## config.mk

```make
export PLATFORM = sky130hd
export DESIGN_NAME = timetagging_buffer_sequencer_flat
export DESIGN_NICKNAME = d
export VERILOG_FILES = /design/src/rtl/timetagging_buffer_sequencer_pkg.sv /design/src/rtl/timetagging_buffer_sequencer_if.sv /design/src/rtl/timetagging_buffer_sequencer_xfer.sv /design/src/rtl/timetagging_buffer_sequencer.sv /design/src/flat_wrapper.sv
export SDC_FILE = /design/constraint.sdc
export NUM_CORES = 1
export LEC_CHECK = 0
export CORE_MARGIN = 3
export CORE_UTILIZATION = 45
export CTS_CLUSTER_DIAMETER = 100
export DETAILED_ROUTE_END_ITERATION = 6
export PLACE_DENSITY = 0.77
export SYNTH_ARGS = -nofsm -noshare
export SYNTH_HDL_FRONTEND = slang
export SYNTH_SLANG_ARGS = --single-unit
```

## constraint.sdc

```tcl
create_clock -name ps_clk -period 3.2 [get_ports ps_clk]
set_clock_uncertainty 0.1 [all_clocks]
set_input_delay 0.64 -clock ps_clk [delete_from_list [all_inputs] [get_ports ps_clk]]
set_output_delay 0.64 -clock ps_clk [all_outputs]
set_load 0.005 [all_outputs]
```

## src/rtl/timetagging_buffer_sequencer_pkg.sv

```systemverilog
// Shared types for the timetagging buffer sequencer: command layout, opcodes and FSM states.
package buffer_pkg;

  localparam int BANKING_MODE_WIDTH = 2;
  localparam int CMD_WIDTH          = 3 + BANKING_MODE_WIDTH;

  typedef enum logic [1:0] {
    OP_START   = 2'd0,
    OP_STOP    = 2'd1,
    OP_ABORT   = 2'd2,
    OP_READOUT = 2'd3
  } opcode_e;

  typedef enum logic [2:0] {
    ST_IDLE    = 3'd0,
    ST_CONFIG  = 3'd1,
    ST_ARM     = 3'd2,
    ST_CAPTURE = 3'd3,
    ST_STOP    = 3'd4,
    ST_DEPTH   = 3'd5,
    ST_READOUT = 3'd6,
    ST_ABORT   = 3'd7
  } state_e;

  typedef struct packed {
    logic [BANKING_MODE_WIDTH-1:0] bank;
    logic                          hw_start;
    opcode_e                       opcode;
  } cmd_t;

endpackage

```

## src/rtl/timetagging_buffer_sequencer_if.sv

```systemverilog
// Single-beat valid/ready stream used for commands and buffer configuration.
interface Axis_If
  import buffer_pkg::*;
#(
  parameter int WIDTH = CMD_WIDTH
);
  logic             valid;
  logic             ready;
  logic [WIDTH-1:0] data;

  modport master (output valid, output data, input ready);
  modport slave  (input valid, input data, output ready);
endinterface

```

## src/rtl/timetagging_buffer_sequencer_xfer.sv

```systemverilog
// One-beat stream master: captures data on a load strobe and holds it until the handshake.
module axis_single_xfer #(
  parameter int WIDTH = 1
) (
  input  logic             clk,
  input  logic             reset,
  input  logic             i_load,
  input  logic [WIDTH-1:0] i_data,
  Axis_If.master           m,
  output logic             o_busy,
  output logic             o_done
);
  logic             r_valid;
  logic [WIDTH-1:0] r_data;

  always_ff @(posedge clk) begin
    if (reset) begin
      r_valid <= 1'b0;
      r_data  <= '0;
    end else if (r_valid && m.ready) begin
      r_valid <= 1'b0;
    end else if (i_load) begin
      r_valid <= 1'b1;
      r_data  <= i_data;
    end
  end

  assign m.valid = r_valid;
  assign m.data  = r_data;
  assign o_busy  = r_valid;
  assign o_done  = r_valid & m.ready;
endmodule

```

## src/rtl/timetagging_buffer_sequencer.sv

```systemverilog
// Sequences capture/readout of the timetagging sample buffer from host commands.
// Define SEQUENCER_TIMEOUT_EN to compile in the CAPTURE timeout and ps_error[0].
module timetagging_buffer_sequencer
  import buffer_pkg::*;
#(
  parameter int CAPTURE_TIMEOUT     = 65536,
  parameter int READOUT_BEATS_MAX   = 4096,
  parameter int CHANNELS            = 2,
  parameter int SAMPLE_BUFFER_DEPTH = 1024,
  localparam int DEPTH_W = CHANNELS * ($clog2(SAMPLE_BUFFER_DEPTH) + 1)
) (
  input  logic               ps_clk,
  input  logic               ps_reset,
  Axis_If.slave              ps_cmd,
  Axis_If.master             ps_capture_arm_start_stop,
  Axis_If.master             ps_capture_banking_mode,
  Axis_If.master             ps_capture_sw_reset,
  Axis_If.master             ps_readout_sw_reset,
  Axis_If.master             ps_readout_start,
  Axis_If.slave              ps_samples_write_depth,
  input  logic [2:0]         ps_readout_monitor,
  output logic [2:0]         ps_state,
  output logic               ps_busy,
  output logic [1:0]         ps_error,
  output logic [DEPTH_W-1:0] ps_depth_diag
);
  localparam int RB_W = $clog2(READOUT_BEATS_MAX) + 1;
  localparam logic [RB_W-1:0] RB_MAX = RB_W'(READOUT_BEATS_MAX);

  state_e                        r_state;
  logic                          r_cmd_ready;
  logic                          r_hw_start;
  logic [BANKING_MODE_WIDTH-1:0] r_bank;
  logic [RB_W-1:0]               r_rd_cnt;
  logic                          r_err_ro;
  logic [DEPTH_W-1:0]            r_depth_diag;
  logic r_load_bank, r_load_ass, r_load_csr, r_load_rsr, r_load_rs;

  cmd_t       w_cmd;
  logic       w_cmd_fire, w_mon_beat, w_rs_pending;
  logic [2:0] w_ass_data;
  logic       w_bank_done, w_ass_done, w_csr_done, w_rsr_done, w_rs_done, w_rs_busy;
  logic       w_bank_busy, w_ass_busy, w_csr_busy, w_rsr_busy;
  logic [RB_W-1:0] w_rd_cnt_nxt;

`ifdef SEQUENCER_TIMEOUT_EN
  localparam int TO_W = $clog2(CAPTURE_TIMEOUT) + 1;
  localparam logic [TO_W-1:0] TO_LAST = TO_W'(CAPTURE_TIMEOUT - 1);
  logic [TO_W-1:0] r_to_cnt;
  logic            r_err_to;
`endif

  assign w_cmd        = cmd_t'(ps_cmd.data);
  assign w_cmd_fire   = ps_cmd.valid & r_cmd_ready;
  assign w_mon_beat   = ps_readout_monitor[2] & ps_readout_monitor[1];
  // Monitor beats only count once readout_start has been handed off.
  assign w_rs_pending = r_load_rs | w_rs_busy;
  assign w_rd_cnt_nxt = r_rd_cnt + RB_W'(1);
  assign w_ass_data   = (r_state == ST_STOP) ? 3'b100 : {1'b0, ~r_hw_start, 1'b1};

  always_ff @(posedge ps_clk) begin
    if (ps_reset) begin
      r_state      <= ST_IDLE;
      r_cmd_ready  <= 1'b0;
      r_hw_start   <= 1'b0;
      r_bank       <= '0;
      r_rd_cnt     <= '0;
      r_err_ro     <= 1'b0;
      r_depth_diag <= '0;
      r_load_bank  <= 1'b0;
      r_load_ass   <= 1'b0;
      r_load_csr   <= 1'b0;
      r_load_rsr   <= 1'b0;
      r_load_rs    <= 1'b0;
`ifdef SEQUENCER_TIMEOUT_EN
      r_to_cnt     <= '0;
      r_err_to     <= 1'b0;
`endif
    end else begin
      r_load_bank <= 1'b0;
      r_load_ass  <= 1'b0;
      r_load_csr  <= 1'b0;
      r_load_rsr  <= 1'b0;
      r_load_rs   <= 1'b0;
      case (r_state)
        ST_IDLE: begin
          r_cmd_ready <= 1'b1;
          if (w_cmd_fire) begin
            case (w_cmd.opcode)
              OP_START: begin
                r_hw_start  <= w_cmd.hw_start;
                r_bank      <= w_cmd.bank;
                r_err_ro    <= 1'b0;
`ifdef SEQUENCER_TIMEOUT_EN
                r_err_to    <= 1'b0;
`endif
                r_load_bank <= 1'b1;
                r_cmd_ready <= 1'b0;
                r_state     <= ST_CONFIG;
              end
              OP_READOUT: begin
                r_rd_cnt    <= '0;
                r_load_rs   <= 1'b1;
                r_cmd_ready <= 1'b0;
                r_state     <= ST_READOUT;
              end
              default: ;
            endcase
          end
        end
        ST_CONFIG: begin
          if (w_bank_done) begin
            r_load_ass <= 1'b1;
            r_state    <= ST_ARM;
          end
        end
        ST_ARM: begin
          if (w_ass_done) begin
`ifdef SEQUENCER_TIMEOUT_EN
            r_to_cnt    <= '0;
`endif
            r_cmd_ready <= 1'b1;
            r_state     <= ST_CAPTURE;
          end
        end
        ST_CAPTURE: begin
          // Host commands win over a timeout landing in the same cycle.
          if (w_cmd_fire && w_cmd.opcode == OP_ABORT) begin
            r_load_csr  <= 1'b1;
            r_cmd_ready <= 1'b0;
            r_state     <= ST_ABORT;
          end else if (w_cmd_fire && w_cmd.opcode == OP_STOP) begin
            r_load_ass  <= 1'b1;
            r_cmd_ready <= 1'b0;
            r_state     <= ST_STOP;
          end
`ifdef SEQUENCER_TIMEOUT_EN
          else if (r_to_cnt == TO_LAST) begin
            r_err_to    <= 1'b1;
            r_load_ass  <= 1'b1;
            r_cmd_ready <= 1'b0;
            r_state     <= ST_STOP;
          end else begin
            r_to_cnt <= r_to_cnt + TO_W'(1);
          end
`endif
        end
        ST_STOP: begin
          if (w_ass_done) r_state <= ST_DEPTH;
        end
        ST_DEPTH: begin
          if (ps_samples_write_depth.valid) begin
            r_depth_diag <= ps_samples_write_depth.data;
            r_cmd_ready  <= 1'b1;
            r_state      <= ST_IDLE;
          end
        end
        ST_READOUT: begin
          if (!w_rs_pending && w_mon_beat) begin
            if (ps_readout_monitor[0]) begin
              r_cmd_ready <= 1'b1;
              r_state     <= ST_IDLE;
            end else begin
              r_rd_cnt <= w_rd_cnt_nxt;
              if (w_rd_cnt_nxt == RB_MAX) begin
                r_err_ro   <= 1'b1;
                r_load_csr <= 1'b1;
                r_state    <= ST_ABORT;
              end
            end
          end
        end
        ST_ABORT: begin
          if (w_csr_done) r_load_rsr <= 1'b1;
          if (w_rsr_done) begin
            r_cmd_ready <= 1'b1;
            r_state     <= ST_IDLE;
          end
        end
      endcase
    end
  end

  assign ps_cmd.ready                 = r_cmd_ready;
  assign ps_samples_write_depth.ready = 1'b1;
  assign ps_state                     = r_state;
  assign ps_busy                      = (r_state != ST_IDLE);
  assign ps_depth_diag                = r_depth_diag;
`ifdef SEQUENCER_TIMEOUT_EN
  assign ps_error = {r_err_ro, r_err_to};
`else
  assign ps_error = {r_err_ro, 1'b0};
`endif

  axis_single_xfer #(.WIDTH(BANKING_MODE_WIDTH)) u_bank (
    .clk(ps_clk), .reset(ps_reset), .i_load(r_load_bank), .i_data(r_bank),
    .m(ps_capture_banking_mode), .o_busy(w_bank_busy), .o_done(w_bank_done));

  axis_single_xfer #(.WIDTH(3)) u_ass (
    .clk(ps_clk), .reset(ps_reset), .i_load(r_load_ass), .i_data(w_ass_data),
    .m(ps_capture_arm_start_stop), .o_busy(w_ass_busy), .o_done(w_ass_done));

  axis_single_xfer #(.WIDTH(1)) u_csr (
    .clk(ps_clk), .reset(ps_reset), .i_load(r_load_csr), .i_data(1'b1),
    .m(ps_capture_sw_reset), .o_busy(w_csr_busy), .o_done(w_csr_done));

  axis_single_xfer #(.WIDTH(1)) u_rsr (
    .clk(ps_clk), .reset(ps_reset), .i_load(r_load_rsr), .i_data(1'b1),
    .m(ps_readout_sw_reset), .o_busy(w_rsr_busy), .o_done(w_rsr_done));

  axis_single_xfer #(.WIDTH(1)) u_rs (
    .clk(ps_clk), .reset(ps_reset), .i_load(r_load_rs), .i_data(1'b1),
    .m(ps_readout_start), .o_busy(w_rs_busy), .o_done(w_rs_done));

  // Only the readout_start busy flag gates anything; the other flags are kept for symmetry.
  logic w_unused;
  assign w_unused = w_bank_busy ^ w_ass_busy ^ w_csr_busy ^ w_rsr_busy ^ w_rs_done;
endmodule

```

## src/flat_wrapper.sv

```systemverilog
// flat-port wrapper written by rule: the top's interface ports become plain ports
module timetagging_buffer_sequencer_flat import buffer_pkg::*;
#(
  parameter int CAPTURE_TIMEOUT     = 65536,
  parameter int READOUT_BEATS_MAX   = 4096,
  parameter int CHANNELS            = 2,
  parameter int SAMPLE_BUFFER_DEPTH = 1024,
  localparam int DEPTH_W = CHANNELS * ($clog2(SAMPLE_BUFFER_DEPTH) + 1)
)
  (ps_clk, ps_reset, ps_readout_monitor, ps_state, ps_busy, ps_error, ps_depth_diag, ps_cmd_valid, ps_cmd_data, ps_cmd_ready, ps_capture_arm_start_stop_valid, ps_capture_arm_start_stop_data, ps_capture_arm_start_stop_ready, ps_capture_banking_mode_valid, ps_capture_banking_mode_data, ps_capture_banking_mode_ready, ps_capture_sw_reset_valid, ps_capture_sw_reset_data, ps_capture_sw_reset_ready, ps_readout_sw_reset_valid, ps_readout_sw_reset_data, ps_readout_sw_reset_ready, ps_readout_start_valid, ps_readout_start_data, ps_readout_start_ready, ps_samples_write_depth_valid, ps_samples_write_depth_data, ps_samples_write_depth_ready);
  Axis_If #(.WIDTH(5)) ps_cmd_i ();
  Axis_If #(.WIDTH(3)) ps_capture_arm_start_stop_i ();
  Axis_If #(.WIDTH(2)) ps_capture_banking_mode_i ();
  Axis_If #(.WIDTH(1)) ps_capture_sw_reset_i ();
  Axis_If #(.WIDTH(1)) ps_readout_sw_reset_i ();
  Axis_If #(.WIDTH(1)) ps_readout_start_i ();
  Axis_If #(.WIDTH(22)) ps_samples_write_depth_i ();
  input  logic ps_clk;
  input  logic ps_reset;
  input  logic [2:0] ps_readout_monitor;
  output logic [2:0] ps_state;
  output logic ps_busy;
  output logic [1:0] ps_error;
  output logic [DEPTH_W-1:0] ps_depth_diag;
  input wire logic [$bits(ps_cmd_i.valid)-1:0] ps_cmd_valid;
  input wire logic [$bits(ps_cmd_i.data)-1:0] ps_cmd_data;
  output wire logic [$bits(ps_cmd_i.ready)-1:0] ps_cmd_ready;
  output wire logic [$bits(ps_capture_arm_start_stop_i.valid)-1:0] ps_capture_arm_start_stop_valid;
  output wire logic [$bits(ps_capture_arm_start_stop_i.data)-1:0] ps_capture_arm_start_stop_data;
  input wire logic [$bits(ps_capture_arm_start_stop_i.ready)-1:0] ps_capture_arm_start_stop_ready;
  output wire logic [$bits(ps_capture_banking_mode_i.valid)-1:0] ps_capture_banking_mode_valid;
  output wire logic [$bits(ps_capture_banking_mode_i.data)-1:0] ps_capture_banking_mode_data;
  input wire logic [$bits(ps_capture_banking_mode_i.ready)-1:0] ps_capture_banking_mode_ready;
  output wire logic [$bits(ps_capture_sw_reset_i.valid)-1:0] ps_capture_sw_reset_valid;
  output wire logic [$bits(ps_capture_sw_reset_i.data)-1:0] ps_capture_sw_reset_data;
  input wire logic [$bits(ps_capture_sw_reset_i.ready)-1:0] ps_capture_sw_reset_ready;
  output wire logic [$bits(ps_readout_sw_reset_i.valid)-1:0] ps_readout_sw_reset_valid;
  output wire logic [$bits(ps_readout_sw_reset_i.data)-1:0] ps_readout_sw_reset_data;
  input wire logic [$bits(ps_readout_sw_reset_i.ready)-1:0] ps_readout_sw_reset_ready;
  output wire logic [$bits(ps_readout_start_i.valid)-1:0] ps_readout_start_valid;
  output wire logic [$bits(ps_readout_start_i.data)-1:0] ps_readout_start_data;
  input wire logic [$bits(ps_readout_start_i.ready)-1:0] ps_readout_start_ready;
  input wire logic [$bits(ps_samples_write_depth_i.valid)-1:0] ps_samples_write_depth_valid;
  input wire logic [$bits(ps_samples_write_depth_i.data)-1:0] ps_samples_write_depth_data;
  output wire logic [$bits(ps_samples_write_depth_i.ready)-1:0] ps_samples_write_depth_ready;
  assign ps_cmd_i.valid = ps_cmd_valid;
  assign ps_cmd_i.data = ps_cmd_data;
  assign ps_cmd_ready = ps_cmd_i.ready;
  assign ps_capture_arm_start_stop_valid = ps_capture_arm_start_stop_i.valid;
  assign ps_capture_arm_start_stop_data = ps_capture_arm_start_stop_i.data;
  assign ps_capture_arm_start_stop_i.ready = ps_capture_arm_start_stop_ready;
  assign ps_capture_banking_mode_valid = ps_capture_banking_mode_i.valid;
  assign ps_capture_banking_mode_data = ps_capture_banking_mode_i.data;
  assign ps_capture_banking_mode_i.ready = ps_capture_banking_mode_ready;
  assign ps_capture_sw_reset_valid = ps_capture_sw_reset_i.valid;
  assign ps_capture_sw_reset_data = ps_capture_sw_reset_i.data;
  assign ps_capture_sw_reset_i.ready = ps_capture_sw_reset_ready;
  assign ps_readout_sw_reset_valid = ps_readout_sw_reset_i.valid;
  assign ps_readout_sw_reset_data = ps_readout_sw_reset_i.data;
  assign ps_readout_sw_reset_i.ready = ps_readout_sw_reset_ready;
  assign ps_readout_start_valid = ps_readout_start_i.valid;
  assign ps_readout_start_data = ps_readout_start_i.data;
  assign ps_readout_start_i.ready = ps_readout_start_ready;
  assign ps_samples_write_depth_i.valid = ps_samples_write_depth_valid;
  assign ps_samples_write_depth_i.data = ps_samples_write_depth_data;
  assign ps_samples_write_depth_ready = ps_samples_write_depth_i.ready;
  timetagging_buffer_sequencer #(.CAPTURE_TIMEOUT(CAPTURE_TIMEOUT), .READOUT_BEATS_MAX(READOUT_BEATS_MAX), .CHANNELS(CHANNELS), .SAMPLE_BUFFER_DEPTH(SAMPLE_BUFFER_DEPTH)) u_core (.ps_clk(ps_clk), .ps_reset(ps_reset), .ps_cmd(ps_cmd_i), .ps_capture_arm_start_stop(ps_capture_arm_start_stop_i), .ps_capture_banking_mode(ps_capture_banking_mode_i), .ps_capture_sw_reset(ps_capture_sw_reset_i), .ps_readout_sw_reset(ps_readout_sw_reset_i), .ps_readout_start(ps_readout_start_i), .ps_samples_write_depth(ps_samples_write_depth_i), .ps_readout_monitor(ps_readout_monitor), .ps_state(ps_state), .ps_busy(ps_busy), .ps_error(ps_error), .ps_depth_diag(ps_depth_diag));
endmodule
```

### After elaboration in Yosys (flattened, before gate mapping)

Index checks and enable logic that the tools add are counted.

| cells by class | value |
|---|---|
| add/subtract/negate cells | 1 |
| equal/unequal tests | 26 |
| mux-type cells | 47 |
| bitwise gates (word level) | 16 |
| reductions and logical operators | 33 |

Operator list:

| operator | number |
|---|---|
| 13-bit two-way mux | 4 |
| 3-bit two-way mux | 12 |
| 13-bit one-hot mux with 2 select lines | 1 |
| 1-bit two-way mux | 24 |
| 3-bit one-hot mux with 8 select lines | 1 |
| 2-bit != test, second input constant | 9 |
| 2-bit OR reduction | 7 |
| 13-bit by 1-bit adder with 13-bit output, second input constant | 1 |
| 13-bit == test, second input constant | 1 |
| 3-bit == test, second input constant | 4 |
| 2-bit AND reduction | 6 |
| 10-bit AND reduction | 1 |
| 1-bit NOT | 9 |
| 1-bit logical AND | 8 |
| 7-bit AND reduction | 1 |
| 1-bit bitwise AND | 6 |
| 3-bit by 2-bit == test with 1-bit output, second input constant | 2 |
| 2-bit by 1-bit != test with 1-bit output, second input constant | 3 |
| 1-bit one-hot mux with 2 select lines | 3 |
| 1-bit one-hot mux with 6 select lines | 1 |
| 3-bit one-hot mux with 2 select lines | 1 |
| 6-bit AND reduction | 1 |
| 6-bit nonzero test | 1 |
| 5-bit AND reduction | 1 |
| other kinds (14) | 15 |

| storage, ports and cells | value |
|---|---|
| flip-flop bits (word level) | 61 |
| input bits | 39 |
| output and inout bits | 43 |
| logic and storage cells | 145 |

### Longest topological paths before layout

| logic depth | value |
|---|---|
| word-level depth | 6 |
| mapped depth | 8 |
| depth with buffers taken out | 7 |

### By module

A second synthesis with hierarchy kept.

| second synthesis, totals | value |
|---|---|
| cells, all modules | 384 |
| area total of the unflattened synthesis | 3153.0 µm² |

Modules (own cells, without submodules):

| module | instances | cells an instance | area an instance (µm²) | sequential area each (µm²) |
|---|---|---|---|---|
| timetagging_buffer_sequencer | 1 | 322 | 2503.7 | 960.9 |
| axis_single_xfer (u_core.u_csr ...) | 3 | 10 | 103.8 | 40.0 |
| axis_single_xfer (u_core.u_ass) | 1 | 18 | 191.4 | 80.1 |
| axis_single_xfer (u_core.u_bank) | 1 | 14 | 146.4 | 60.1 |

### Least setup slack after synthesis

Ideal clock, no wire load.

| path | value |
|---|---|
| kind | flip-flop to flip-flop |
| start | register u_core.r_rd_cnt[0] |
| end | register u_core.r_state[1], in the netlist u_core.ps_state[1] |
| setup time | 0.072 ns |
| arrival time | 2.245 ns |
| required time | 3.028 ns |
| path slack | 0.783 ns |
| stages on the path, launching flop included | 8 |
| buffers on the path | 0 |
| clock period less this slack | 2.417 ns |
| cells stage by stage | dfxtp_1 -> ha_1 -> nand3_4 -> or3_1 -> a2111o_1 -> a2111oi_2 -> o211a_1 -> mux2i_1 |

| between the ends | value |
|---|---|
| cells in the longest elaborated chain, start to end | 4 |

Ends and longest elaborated chain:

| item | RTL line | source |
|---|---|---|
| from (decl) | timetagging_buffer_sequencer.sv:34 | `logic [RB_W-1:0] r_rd_cnt;` |
| from (signal assigned) | timetagging_buffer_sequencer.sv:164 | `r_rd_cnt <= w_rd_cnt_nxt;` |
| 13-bit by 1-bit adder with 13-bit output | timetagging_buffer_sequencer.sv:58 | `assign w_rd_cnt_nxt = r_rd_cnt + RB_W'(1);` |
| 13-bit == test | timetagging_buffer_sequencer.sv:165 | `if (w_rd_cnt_nxt == RB_MAX) begin` |
| 3-bit by 2-bit != test with 1-bit output (no line) | n/a |  |
| 10-bit AND reduction (no line) | n/a |  |
| to (signal assigned) | timetagging_buffer_sequencer.sv:63 | `r_state <= ST_IDLE;` |
| to (signal assigned) | timetagging_buffer_sequencer.sv:162 | `r_state <= ST_IDLE;` |
| to (signal assigned) | timetagging_buffer_sequencer.sv:168 | `r_state <= ST_ABORT;` |
| to (decl) | timetagging_buffer_sequencer.sv:30 | `state_e r_state;` |

Every way passes these cells.
A chain may end at the register's enable or synchronous reset.

### Final worst setup path

| path | value |
|---|---|
| start | register u_core.r_rd_cnt[0] |
| end | register u_core.r_err_ro |

| between the ends | value |
|---|---|
| cells in the longest elaborated chain, start to end | 4 |

Ends and longest elaborated chain:

| item | RTL line | source |
|---|---|---|
| 13-bit by 1-bit adder with 13-bit output | timetagging_buffer_sequencer.sv:58 |  |
| 13-bit == test | timetagging_buffer_sequencer.sv:165 |  |
| 2-bit by 1-bit != test with 1-bit output (no line) | n/a |  |
| 6-bit AND reduction (no line) | n/a |  |
| to (signal assigned) | timetagging_buffer_sequencer.sv:68 | `r_err_ro <= 1'b0;` |
| to (signal assigned) | timetagging_buffer_sequencer.sv:93 | `r_err_ro <= 1'b0;` |
| to (signal assigned) | timetagging_buffer_sequencer.sv:166 | `r_err_ro <= 1'b1;` |
| to (decl) | timetagging_buffer_sequencer.sv:35 | `logic r_err_ro;` |

Every way passes these cells.

==> reports/metrics.yaml <==
routabilityCongestion: 0.907
crit_path_end_kind: "flop"
antenna_left: 0
synth.avg_cell_area_um2: 7.72
critPathKind: "reg2reg"
die-area_um2: 7230
antenna_found_initial: 0
status: "completed"
syn_nets: 408
clkTransAtPathRegs_ns: 0.07
antenna_cells: 0
ys_types: 51
r2r-end: "u_core.r_err_ro"
cp_max_fo: 9
routed_wl_um: 7180
die_w_um: 85.0
vias: 2774
cts_setup_buffers: 0
cp.arrival_ns: 2.79
tritoncts: "yes"
fmax_mhz: 377
syn-instance-count: 364
drive_gt1_share_pct: 7.01
vias_per_cell: 5.37
synth_ff_type: "dfxtp_1"
crit_family: "compound AO/OA/AOI/OAI gates"
syn_area_um2: 2810
clk_path_buf_depth: 2
cp.required_ns: 3.34
grt_max_degree: 43
numCtsBuffers: 9
post_cts_resized: 0
clock-sinks: 61
rsz0062_at_grt: "no"
path_cells: "ha_1, nand3_4, or3_1, a2111o_1, a2111oi_2, nand3_1, a221oi_2"
ys_warn_count: 0
powerDensity_nw_per_um2: 548
worst_path_largest_cell_delay_ns: 0.43
dpl.hpwl_um: 4980
critical_path.endpoint: "u_core.r_err_ro"
drtPass1Iterations: 4
async_flop_share_pct: 0
setup-tns-final_ns: 0
cp_num_cells: 7
drt_iter0_markers: 196
power.leakage_nw: 1.32
drv_cap: 0
worstRegToRegCells: 7
setup_viol: 0
yosys.area.top_type: "dfxtp_1"
avgRoutedWirePerCell_um: 13.9
postCtsHoldBufs: 0
grt_pass1_vias: 2699
finalMaxSlewViolations: 0
totalPowerFinal_mw: 2.12
hold_path_class: "reg2reg"
core_area_um2: 5990
initial_core_util_pct: 46.9
yosys_register_bits: 61
htreeDepth: 3
clk_latency_ns: 0.33
portBuffers: 79
synth_seq_area_share_pct: 43.5
ys_top_cells_by_area: "dfxtp_1 (43%), a21oi_1 (9.4%), nand2_1 (9.2%), nor2_1 (4.5%), nand3_1 (3.2%)"
grt_first_pass_wirelength_um: 12000
drc: 0
worstSetupStartpoint: "u_core.r_rd_cnt[0]"
io_pins: 82
rows: 28
worst_slew_pin_slew_ns: 0.787
start_kind: "flop"
layout.nets: 481
synthToLayoutAreaGrowth_pct: 37.8
grt.total_usage_pct: 20.3
relSlewSlack_pct: 47.6
reg2reg_slack_ns: 0.55
crit_path_top_delay_cell: "dfxtp_1"
r2r_start: "u_core.r_rd_cnt[0]"
min_period_ns: 2.65
critPathBufInv: 0
synth_enable_flop_cells: 0
ir_worst_vdd_uv: 326
synth_top_cell_area_share_pct: 43.5
grt_overflow: 0
placed_cell_area_um2: 3630
period_share_pct: 82.9
die_h_um: 85.0
fin_area_um2: 3870
finalHoldViolCount: 0
clock_tree.root_cell: "clkbuf_8"
## layout by cell type, fill, tap and decap left out, types with 4 or more instances in the layout
master and instances:
o211ai_1 4, a21oi_1 53, clkdlybuf4s50_1 78, a211oi_1 4
or3_1 8, nor3_1 7, ha_1 5, o21ai_0 16
inv_1 11, nand2_1 69, nand3_1 18, buf_4 7
dfxtp_1 61, nor2_1 34, clkbuf_8 10
## Yosys cell counts, drive strengths merged, types with 2 or more instances
| cell type | instances |
|---|---|
| a211o | 3 |
| xor2 | 2 |
| ha | 5 |
| o21ai | 16 |
| o21a | 2 |
| a311oi | 3 |
| a21o | 2 |
| nor2 | 34 |
| o211ai | 4 |
| nand3b | 2 |
| nand4 | 3 |
| nor3 | 7 |
| or3 | 9 |
| nand3 | 20 |
| clkbuf | 18 |
| and2 | 3 |
| inv | 11 |
| nor2b | 3 |
| conb | 2 |
| a22oi | 2 |
| buf | 6 |
| a221oi | 2 |
| a21oi | 53 |
| o22ai | 2 |
| nand2 | 69 |
| a211oi | 4 |
| dfxtp | 61 |
| nor3b | 2 |
## state kept, by name, indices dropped and copies added, names as in the netlist, 2 cells and up
register,flops
u_core.ps_depth_diag,22
u_core.r_rd_cnt,13
u_core.ps_state,3
u_core.u_ass.m.data,3
u_core.r_bank,2
u_core.u_bank.m.data,2
## cell families after synthesis
kind of cell,synth area share (%)
and+or+nand+nor,25.9
DFF,43.5
buffers and inverters,5.39
adders and majority gates,2.23
other,0.267
muxes,0.356
AOI/OAI and AO/OA,21.8
xor gates and xnor gates,0.624
## power by group
part	total, mW	switching (mW)	internal, mW
Clock	0.835	0.297	0.538
Sequential	0.872	0.0777	0.794
Combinational	0.414	0.198	0.216
Total	2.12	0.572	1.55
## how the worst min path moves through the flow
stage / start / to / cells after the start / slack (ns)
after detailed placement: u_core.u_bank.m.data[1] / u_core.u_bank.m.data[1] / 2 / 0.35
final: u_core.u_bank.m.data[1] / u_core.u_bank.m.data[1] / 2 / 0.36
after CTS: u_core.ps_depth_diag[4] / u_core.ps_depth_diag[4] / 2 / 0.36
after global routing: u_core.ps_depth_diag[19] / u_core.ps_depth_diag[19] / 2 / 0.38
after floorplan: u_core.r_bank[0] / u_core.r_bank[0] / 2 / 0.34
after global placement: u_core.ps_depth_diag[0] / u_core.ps_depth_diag[0] / 2 / 0.34
## area by class of cell
class | count | area, µm²
fillers | 548 | 2120
multi-input cells | 268 | 1440
flip-flops and latches | 61 | 1220
repair buffers | 86 | 838
clock buffers | 12 | 145
clock inverters | 4 | 95.1
well taps | 75 | 93.8
inverters | 11 | 41.3
## layer usage
metal | vias to the layer above | share of wire, % | GRT usage [%]
met3 | 11 | 5.2 | 5.83
met5 | - | 0 | 0
met1 | 1263 | 46 | 25.2
li1 | 1412 | - | -
met2 | 88 | 47 | 33.7
met4 | 0 | 2.0 | 7.05
## worst register-to-register path: cells and delay by family (launching register included)
| family | cells | cell delay [ns] |
|---|---|---|
| AOI/OAI and AO/OA | 3 | 1.04 |
| and+or+nand+nor | 3 | 0.69 |
| DFF | 1 | 0.43 |
| adders and majority gates | 1 | 0.31 |
## through the flow
stage / utilization (%) / setup slack [ns] / cells / hold slack (ns)
floorplan: - / 0.783 / 364 / 0.337
global placement: 60.6 / 0.417 / 501 / 0.342
detailed placement: 60.6 / 0.366 / 501 / 0.346
CTS: 64.6 / 0.567 / 517 / 0.356
global route: 64.6 / 0.426 / 517 / 0.380
finish: 64.6 / 0.548 / 517 / 0.355
(Power assumes the default switching activity.)
